==> config.mk <==
export PLATFORM = sky130hd
export DESIGN_NAME = apb_controller
export DESIGN_NICKNAME = d
export VERILOG_FILES = /design/src/rtl/apb_bridge_pkg.sv /design/src/rtl/apb_addr_decode.sv /design/src/rtl/apb_controller.sv
export SDC_FILE = /design/constraint.sdc
export NUM_CORES = 1
export LEC_CHECK = 0
export BUFFER_PORTS_ARGS = -buffer_cell sky130_fd_sc_hd__buf_2
export CAP_MARGIN = 0
export CORE_MARGIN = 3
export CORE_UTILIZATION = 30
export DETAILED_ROUTE_END_ITERATION = 12
export GPL_ROUTABILITY_DRIVEN = 0
export GPL_TIMING_DRIVEN = 0
export SLEW_MARGIN = 20
export SYNTH_ARGS = -nofsm -noshare
export SYNTH_HDL_FRONTEND = slang
export SYNTH_SLANG_ARGS = --single-unit
==> constraint.sdc <==
create_clock -name Hclk -period 2.1 [get_ports Hclk]
set_clock_uncertainty 0.2 [all_clocks]
set_input_delay 0.42 -clock Hclk [delete_from_list [all_inputs] [get_ports Hclk]]
set_output_delay 0.42 -clock Hclk [all_outputs]
set_load 0.01 [all_outputs]
==> src/rtl/apb_bridge_pkg.sv <==
//------------------------------------------------------------------------------
// Module : apb_bridge_pkg
// Brief  : Shared types and constants for the AHB-to-APB bridge.
// Rev    : 1.0 - initial release
//------------------------------------------------------------------------------
`default_nettype none

package apb_bridge_pkg;

    typedef enum logic [1:0] {
        ST_IDLE   = 2'd0,
        ST_SETUP  = 2'd1,
        ST_ACCESS = 2'd2
    } apb_state_t;

    localparam logic [31:0] c_region0_base  = 32'h8000_0000;
    localparam logic [31:0] c_region0_limit = 32'h83FF_FFFF;
    localparam logic [31:0] c_region1_base  = 32'h8400_0000;
    localparam logic [31:0] c_region1_limit = 32'h87FF_FFFF;
    localparam logic [31:0] c_region2_base  = 32'h8800_0000;
    localparam logic [31:0] c_region2_limit = 32'h8BFF_FFFF;

    localparam logic [2:0] c_psel_none = 3'b000;
    localparam logic [2:0] c_psel_s0   = 3'b001;
    localparam logic [2:0] c_psel_s1   = 3'b010;
    localparam logic [2:0] c_psel_s2   = 3'b100;

endpackage

`default_nettype wire

==> src/rtl/apb_addr_decode.sv <==
//------------------------------------------------------------------------------
// Module : apb_addr_decode
// Brief  : Maps a 32-bit address onto a one-hot APB slave select.
// Rev    : 1.0 - initial release
//------------------------------------------------------------------------------
`default_nettype none

module apb_addr_decode
    import apb_bridge_pkg::*;
(
    input  logic [31:0] i_addr,
    output logic [2:0]  o_sel,
    output logic        o_mapped
);

    always_comb begin
        o_sel    = c_psel_none;
        o_mapped = 1'b0;
        if (i_addr >= c_region0_base && i_addr <= c_region0_limit) begin
            o_sel    = c_psel_s0;
            o_mapped = 1'b1;
        end else if (i_addr >= c_region1_base && i_addr <= c_region1_limit) begin
            o_sel    = c_psel_s1;
            o_mapped = 1'b1;
        end else if (i_addr >= c_region2_base && i_addr <= c_region2_limit) begin
            o_sel    = c_psel_s2;
            o_mapped = 1'b1;
        end
    end

endmodule

`default_nettype wire

==> src/rtl/apb_controller.sv <==
//------------------------------------------------------------------------------
// Module : apb_controller
// Brief  : APB master sequencer: request latch, SETUP/ACCESS FSM, timeout.
// Rev    : 1.0 - initial release
//------------------------------------------------------------------------------
`default_nettype none

module apb_controller
    import apb_bridge_pkg::*;
#(
    parameter int TIMEOUT = 16
)(
    input  logic        Hclk,
    input  logic        Hresetn,
    input  logic        Req_valid,
    input  logic        Req_write,
    input  logic [31:0] Req_addr,
    input  logic [31:0] Req_wdata,
    output logic        Req_ready,
    input  logic        Pready,
    input  logic [31:0] Prdata,
    output logic [2:0]  Pselx,
    output logic        Penable,
    output logic        Pwrite,
    output logic [31:0] Paddr,
    output logic [31:0] Pwdata,
    output logic        Rsp_valid,
    output logic        Rsp_err,
    output logic [31:0] Rsp_rdata
);

    localparam int CNT_W = (TIMEOUT > 0) ? $clog2(TIMEOUT + 1) : 1;
    localparam logic [CNT_W-1:0] c_cnt_last = (TIMEOUT > 0) ? CNT_W'(TIMEOUT - 1) : '0;
    localparam logic [CNT_W-1:0] c_cnt_max  = '1;

    apb_state_t        r_state, w_next;
    logic [2:0]        r_sel;
    logic [31:0]       r_addr, r_wdata, r_rdata;
    logic              r_write;
    logic [CNT_W-1:0]  r_cnt;
    logic              r_pend_err, r_rsp_valid, r_rsp_err;

    logic [2:0]        w_dec_sel;
    logic              w_dec_mapped;
    logic              w_req_ready, w_accept, w_done, w_timeout;
    logic              w_unm_idle, w_unm_access;

    apb_addr_decode u_decode (
        .i_addr   (Req_addr),
        .o_sel    (w_dec_sel),
        .o_mapped (w_dec_mapped)
    );

    always_comb begin
        w_next      = r_state;
        w_req_ready = 1'b0;
        w_done      = 1'b0;
        w_timeout   = 1'b0;
        case (r_state)
            ST_IDLE: begin
                w_req_ready = 1'b1;
                if (Req_valid && w_dec_mapped) w_next = ST_SETUP;
            end
            ST_SETUP: w_next = ST_ACCESS;
            ST_ACCESS: begin
                w_req_ready = Pready;
                if (Pready) begin
                    w_done = 1'b1;
                    w_next = (Req_valid && w_dec_mapped) ? ST_SETUP : ST_IDLE;
                end else if (TIMEOUT != 0 && r_cnt == c_cnt_last) begin
                    w_timeout = 1'b1;
                    w_next    = ST_IDLE;
                end
            end
            default: w_next = ST_IDLE;
        endcase
    end

    assign w_accept     = Req_valid && w_req_ready;
    assign w_unm_idle   = w_accept && !w_dec_mapped && (r_state == ST_IDLE);
    assign w_unm_access = w_accept && !w_dec_mapped && (r_state == ST_ACCESS);

    always_ff @(posedge Hclk or negedge Hresetn) begin
        if (!Hresetn) begin
            r_state     <= ST_IDLE;
            r_sel       <= c_psel_none;
            r_addr      <= '0;
            r_wdata     <= '0;
            r_write     <= 1'b0;
            r_cnt       <= '0;
            r_pend_err  <= 1'b0;
            r_rsp_valid <= 1'b0;
            r_rsp_err   <= 1'b0;
            r_rdata     <= '0;
        end else begin
            r_state <= w_next;
            if (w_accept && w_dec_mapped) begin
                r_sel   <= w_dec_sel;
                r_addr  <= Req_addr;
                r_wdata <= Req_wdata;
                r_write <= Req_write;
            end
            if (r_state == ST_SETUP)
                r_cnt <= '0;
            else if (r_state == ST_ACCESS && !Pready && r_cnt != c_cnt_max)
                r_cnt <= r_cnt + 1'b1;
            // An unmapped request taken on completion reports after the completion pulse;
            // the pending flag re-arms if another unmapped request lands while it drains.
            r_pend_err  <= w_unm_access || (r_pend_err && w_unm_idle);
            r_rsp_valid <= w_done || w_timeout || r_pend_err || w_unm_idle;
            r_rsp_err   <= w_timeout || r_pend_err || w_unm_idle;
            if (w_done && !r_write) r_rdata <= Prdata;
        end
    end

    // Gating with the reset keeps Req_ready low while reset is asserted.
    assign Req_ready = w_req_ready && Hresetn;
    assign Pselx     = (r_state == ST_SETUP || r_state == ST_ACCESS) ? r_sel : c_psel_none;
    assign Penable   = (r_state == ST_ACCESS);
    assign Pwrite    = r_write;
    assign Paddr     = r_addr;
    assign Pwdata    = r_wdata;
    assign Rsp_valid = r_rsp_valid;
    assign Rsp_err   = r_rsp_err;
    assign Rsp_rdata = r_rdata;

endmodule

`default_nettype wire

# [Word level (Yosys, flattened, before mapping)]
# Index checks and enable logic that the tools add are counted.
[totals] word_cells=70 ff_bits=110 out_inout_bits=104
[op_classes] n_addsub=1 n_eq_ne=6 n_lt_le_gt_ge=6 n_reduce_logical=27 n_mux=20
[op_table] operator="$ge 32x32->1 const B" count=3
[op_table] operator="$le 32x32->1 const B" count=3
[op_table] operator="$logic_and 1x1->1" count=14
[op_table] operator="$mux 3" count=4
[op_table] operator="$mux 5" count=2
[op_table] operator="$mux 1" count=9
[op_table] operator="$logic_or 1x1->1" count=7
[op_table] operator="$mux 2" count=3
[op_table] operator="$pmux 2 s3" count=1
[op_table] operator="$add 5x1->5 const B" count=1
[op_table] operator="$eq 5x4->1 const B" count=1
[op_table] operator="$ne 5x5->1 const B" count=1
[op_table] operator="$logic_not 1->1" count=3
[op_table] operator="$ne 3x2->1 const B" count=1
[op_table] operator="$eq 2x1->1 const B" count=1
[op_table] operator="$eq 2x2->1 const B" count=1
[op_table] operator="$logic_not 2->1" count=1
[op_table] operator="$ne 2x2->1 const B" count=1
[op_table] operator="$pmux 1 s2" count=1
[op_table] operator="$reduce_and 2->1" count=1
[op_table] operator="$reduce_bool 2->1" count=1

# [Depth between registers and ports, before layout]
[logic_depth] word_depth=10 ltp_mapped=8

# [Modules after synthesis]
# A second synthesis with hierarchy kept.
[hier_totals] hier_cells=274 hier_area_um2=4545.6
[by_module_without_submodules] mod="apb_controller" seq_area_each_um2=2752.6 cells_per_inst=269 area_per_inst_um2=4496.8 instances=1
[by_module_without_submodules] mod="apb_addr_decode" seq_area_each_um2=0.0 cells_per_inst=5 area_per_inst_um2=48.8 instances=1

# [Worst setup path before layout]
# OpenSTA, ideal clock, no wires.
[synth_path] path_kind="flip-flop to flip-flop" from="reg r_state[0]" to="reg r_addr[15] (netlist: Paddr[15])" setup_time_ps=125 t_arrival_ps=1729 setup_slack_ps=46 path_stages_with_launch=8 cell_sequence="dfrtp_1 > inv_1 > ha_1 > a21o_1 > nand4_1 > buf_4 > buf_6 > mux2_4"
[synth_between] elab_chain_cells=4
[synth_lines] element="start: declaration" line_no="apb_controller.sv:36" source="apb_state_t r_state, w_next;"
[synth_lines] element="start signal: assignment" line_no="apb_controller.sv:96" source="r_state <= w_next;"
[synth_lines] element="$eq 2x2->1"
[synth_lines] element="via Penable" line_no="apb_controller.sv:23" source="output logic Penable,"
[synth_lines] element="$pmux 1 s2" line_no="apb_controller.sv:59" source="case (r_state)"
[synth_lines] element="$logic_and 1x1->1" line_no="apb_controller.sv:79" source="assign w_accept = Req_valid && w_req_ready;"
[synth_lines] element="$logic_and 1x1->1" line_no="apb_controller.sv:97" source="if (w_accept && w_dec_mapped) begin"
[synth_lines] element="end signal: assignment" line_no="apb_controller.sv:99" source="r_addr <= Req_addr;"
[synth_lines] element="end: declaration" line_no="apb_controller.sv:38" source="logic [31:0] r_addr, r_wdata, r_rdata;"
# The timed path passes the listed nets, and every way through them passes these cells.
# A chain may end at the register's enable or synchronous reset.

# [Worst setup path in the final report]
[layout_path] from="reg r_state[1]" to="out Req_ready"
[layout_between] elab_chain_cells=3
[layout_lines] element="$eq 2x2->1 / $logic_not 2->1 (equally long branches)" line_no="apb_controller.sv:59"
[layout_lines] element="$pmux 1 s2 (*)" line_no="apb_controller.sv:59"
[layout_lines] element="$logic_and 1x1->1 (*)" line_no="apb_controller.sv:117" source="assign Req_ready = w_req_ready && Hresetn;"
[layout_lines] element="end: declaration" line_no="apb_controller.sv:19" source="output logic Req_ready,"
# Every way passes the cells marked *; elsewhere a longest branch is shown, timed or not.

==> summary.txt <==
master cell of the clock root buffer - clkbuf_16
# fillers - 1,294
Net Count, Synth - 376
dominant cells by area after synthesis - dfrtp_1, mux2_2, mux2_4
clock slew at the register clock pins of the worst setup and hold paths - 0.07 ns
type of the setup path with the least slack - reg -> out
number of buffer cells added on primary ports - 204
Final Hold Viols - 54
number of detailed-route iterations in the first pass - 4
share of cell area taken by muxes after synthesis - 26.5%
final setup violation count - 0
area share of and/or/nand/nor cells after synthesis - 4.21%
DRC violations left - 0
placed instance count - 653
Setup crit end kind - primary output
Syn Inst Count - 268
post-synthesis share of cell area spent on xor and xnor gates - 0.602%
placed wire-length estimate after detailed placement - 7530 µm
flops & latches, synth - 110
post-detailed-route via-to-cell ratio - 4.39
unrepaired setup endpoints after global routing - true
initial cell density of the core - 31.1%
die height - 127 µm
synth-to-layout area growth - 41.9%
clock tree from TritonCTS - done
proportion of synthesized chip area in sequential cells - 63.1%
total via count in the routed design - 3,000
Synth cell types - 33
most frequent cell after synthesis - dfrtp_1
area of the die - 16,000 µm²
achievable frequency - 478 MHz
top-level I/O count - 205
Std-Cell Core Area - 14,000 µm²
area fraction in compound gates after synthesis - 1.78%
area of the multi-input gates - 1620 µm²
worst-margin pin slew - 0.428 ns
largest family of logic cells by synthesized area - multiplexers
placement-stage cell area - 5650 µm²
portion of the clock cycle consumed by the worst path in the final layout - 99.7%
Worst Path Required - 1.48 ns
Remaining Overflow, GRT - 0
power density relative to cell area - 1310 nW/µm²
result of the run - finished with violations
area share of the largest cell type after synthesis - 63.1%
storage element area - 2750 µm²
WP data arrival - 1.47 ns
Synth Area per Inst - 16.3 µm²
Critical R2R Launch - r_state[1]
Synth top cells by count - dfrtp_1, mux2_2, mux2_4
Final Instance Area - 6190 µm²
final hold slack - -0.225 ns
TritonCTS Buffers - 9
number of global-route vias before repair - 3,250
# clock sinks - 110
Max rail drop VDD - 0.531 mV
pre-CTS worst setup slack - -0.237 ns
Post-synth EDFFs - 0
routed wire length - 10,100 µm
Synth Warn # - 0
insertion delay of the later-clocked pin in the worst-skew pair - 0.34 ns
failing checks - negative hold slack
post-route non-filler standard cell count - 683
number of H-tree branching levels - 3
maximum number of pins on one net before global-route repair - 58
Worst setup SP type - flip-flop
startpoint of the most critical setup path - r_state[1]
top flip-flop cell by instance count after synthesis - dfrtp_1
adder and majority cell fraction of the synthesized area - 2.01%
total routing usage reported by global routing - 12.6%
worst max-slew margin expressed relative to the limit - 71.4%
leakage - 3.29 nW
NumNets Final - 606
cell type contributing the most total cell area after synthesis - dfrtp_1
antenna cells - 0
floorplan die width - 127 µm
row count - 43
routed length per placed instance - 14.9 µm
maximum buffer depth of the clock tree - 2
initial antenna violation count - 0
synthesized cell area - 4370 µm²
max-cap check violation count - 0
slack of the critical path - 0.00639 ns
Crit Path Max Fanout - 4
fraction of final layout cells with drive strength greater than 1 - 70.4%
number of pins exceeding their max-slew limit in the final report - 0
final period demand of the worst path - 2.09 ns
global-route wire length before repair - 16,300 µm
DRT iter0 DRCs - 50
path category of the worst min-delay check - in -> async
Detail Route Antenna Nets - 0
proportion of register bits with asynchronous set or reset after synthesis - 100%
[path summary, 6_finish.rpt]
path / to / slack, ns / cells past startpoint
setup / recovery: Req_ready / 0.006 / 5
hold / removal: Paddr[30] / -0.23 / 1
setup reg to reg: Paddr[25] / 0.09 / 7
hold reg to reg: Paddr[29] / 0.28 / 1
max in group asynchronous: r_state[1] / 1.31 / 2
min in group Hclk: Rsp_rdata[4] / 0.10 / 2
[state kept, by name, summed over array words and instances, names as in the netlist]
signal and flops:
r_state 2, Rsp_valid 1, r_cnt 5, Pwrite 1
Pwdata 32, Rsp_err 1, Rsp_rdata 32, r_pend_err 1
Paddr 32, r_sel 3
[cell families (layout without fill, tap and decap cells)]
group / after synthesis / in the layout
multiplexers: 95 / 95
AO/OA/AOI/OAI: 10 / 10
XOR/XNOR: 3 / 3
flip-flops: 110 / 110
buffers and inverters: 13 / 248
adder cells (fa/ha/maj): 7 / 7
AND/OR/NAND/NOR: 30 / 30
[metal layers]
metal	vias up	track usage, %	routed length, µm
met3	15	4.42	911
met4	0	5.43	204
li1	1401	-	-
met2	127	19.4	4750
met5	-	0	0
met1	1457	16.2	4280
[through the flow]
stage / TNS [ns] / total power [mW] / util [%] / hold slack, ns
after detailed placement: -11.10 / 6.15 / 40.2 / 0.217
after global routing: -0.220 / 8.64 / 44.1 / -0.208
after CTS: -0.0451 / 8.15 / 43.1 / -0.216
after floorplan: 0 / 4.90 / - / -0.0756
after global placement: -103.10 / 6.06 / 40.0 / 0.257
final: 0 / 8.10 / 44.1 / -0.225
[cells in the final DEF, fill, tap and decap left out, drive strengths merged]
master    count
nor3b         2
o31ai         1
bufinv        2
mux2         94
nand2b        2
nand3         1
and3          1
clkbuf       11
o2111a        1
o22a          2
o21ai         1
inv           4
clkinv        2
nor4b         1
buf         228
clkinvlp      1
nand2         6
a21o          1
xor2          2
nand3b        2
a211oi        1
o32ai         1
nor2          6
a31oi         1
o22ai         1
mux2i         1
nand4         2
dfrtp       110
xnor2         1
ha            7
and2          7
[what timing repair did]
item                       CTS  global route
gates resized for setup     11            25
hold endpoints to repair    54            54
setup endpoints to repair   99            78
pin swaps                    2             6
buffers inserted             4            10
[worst max-delay path, cell delays in order, from the launching register on]
cell     delay, ns
dfrtp_2       0.42
inv_2         0.07
ha_4          0.17
a21o_1        0.19
and2_4        0.17
buf_6         0.11
[power by group]
part           internal, mW  switching (mW)
sequential             3.00           0.432
combinational          1.57            1.24
clock                  1.09           0.778
total                  5.65            2.45
[area by class of cell]
type | instances | share of cell area, %
multi-input cells | 145 | 26.1
clock inverters | 6 | 1.52
flip-flops and latches | 110 | 44.5
repair buffers | 219 | 18.9
plain buffers | 10 | 1.37
inverters | 3 | 0.182
well taps | 180 | 3.64
clock buffers | 10 | 3.86
Power figures use the tool's default switching activity.
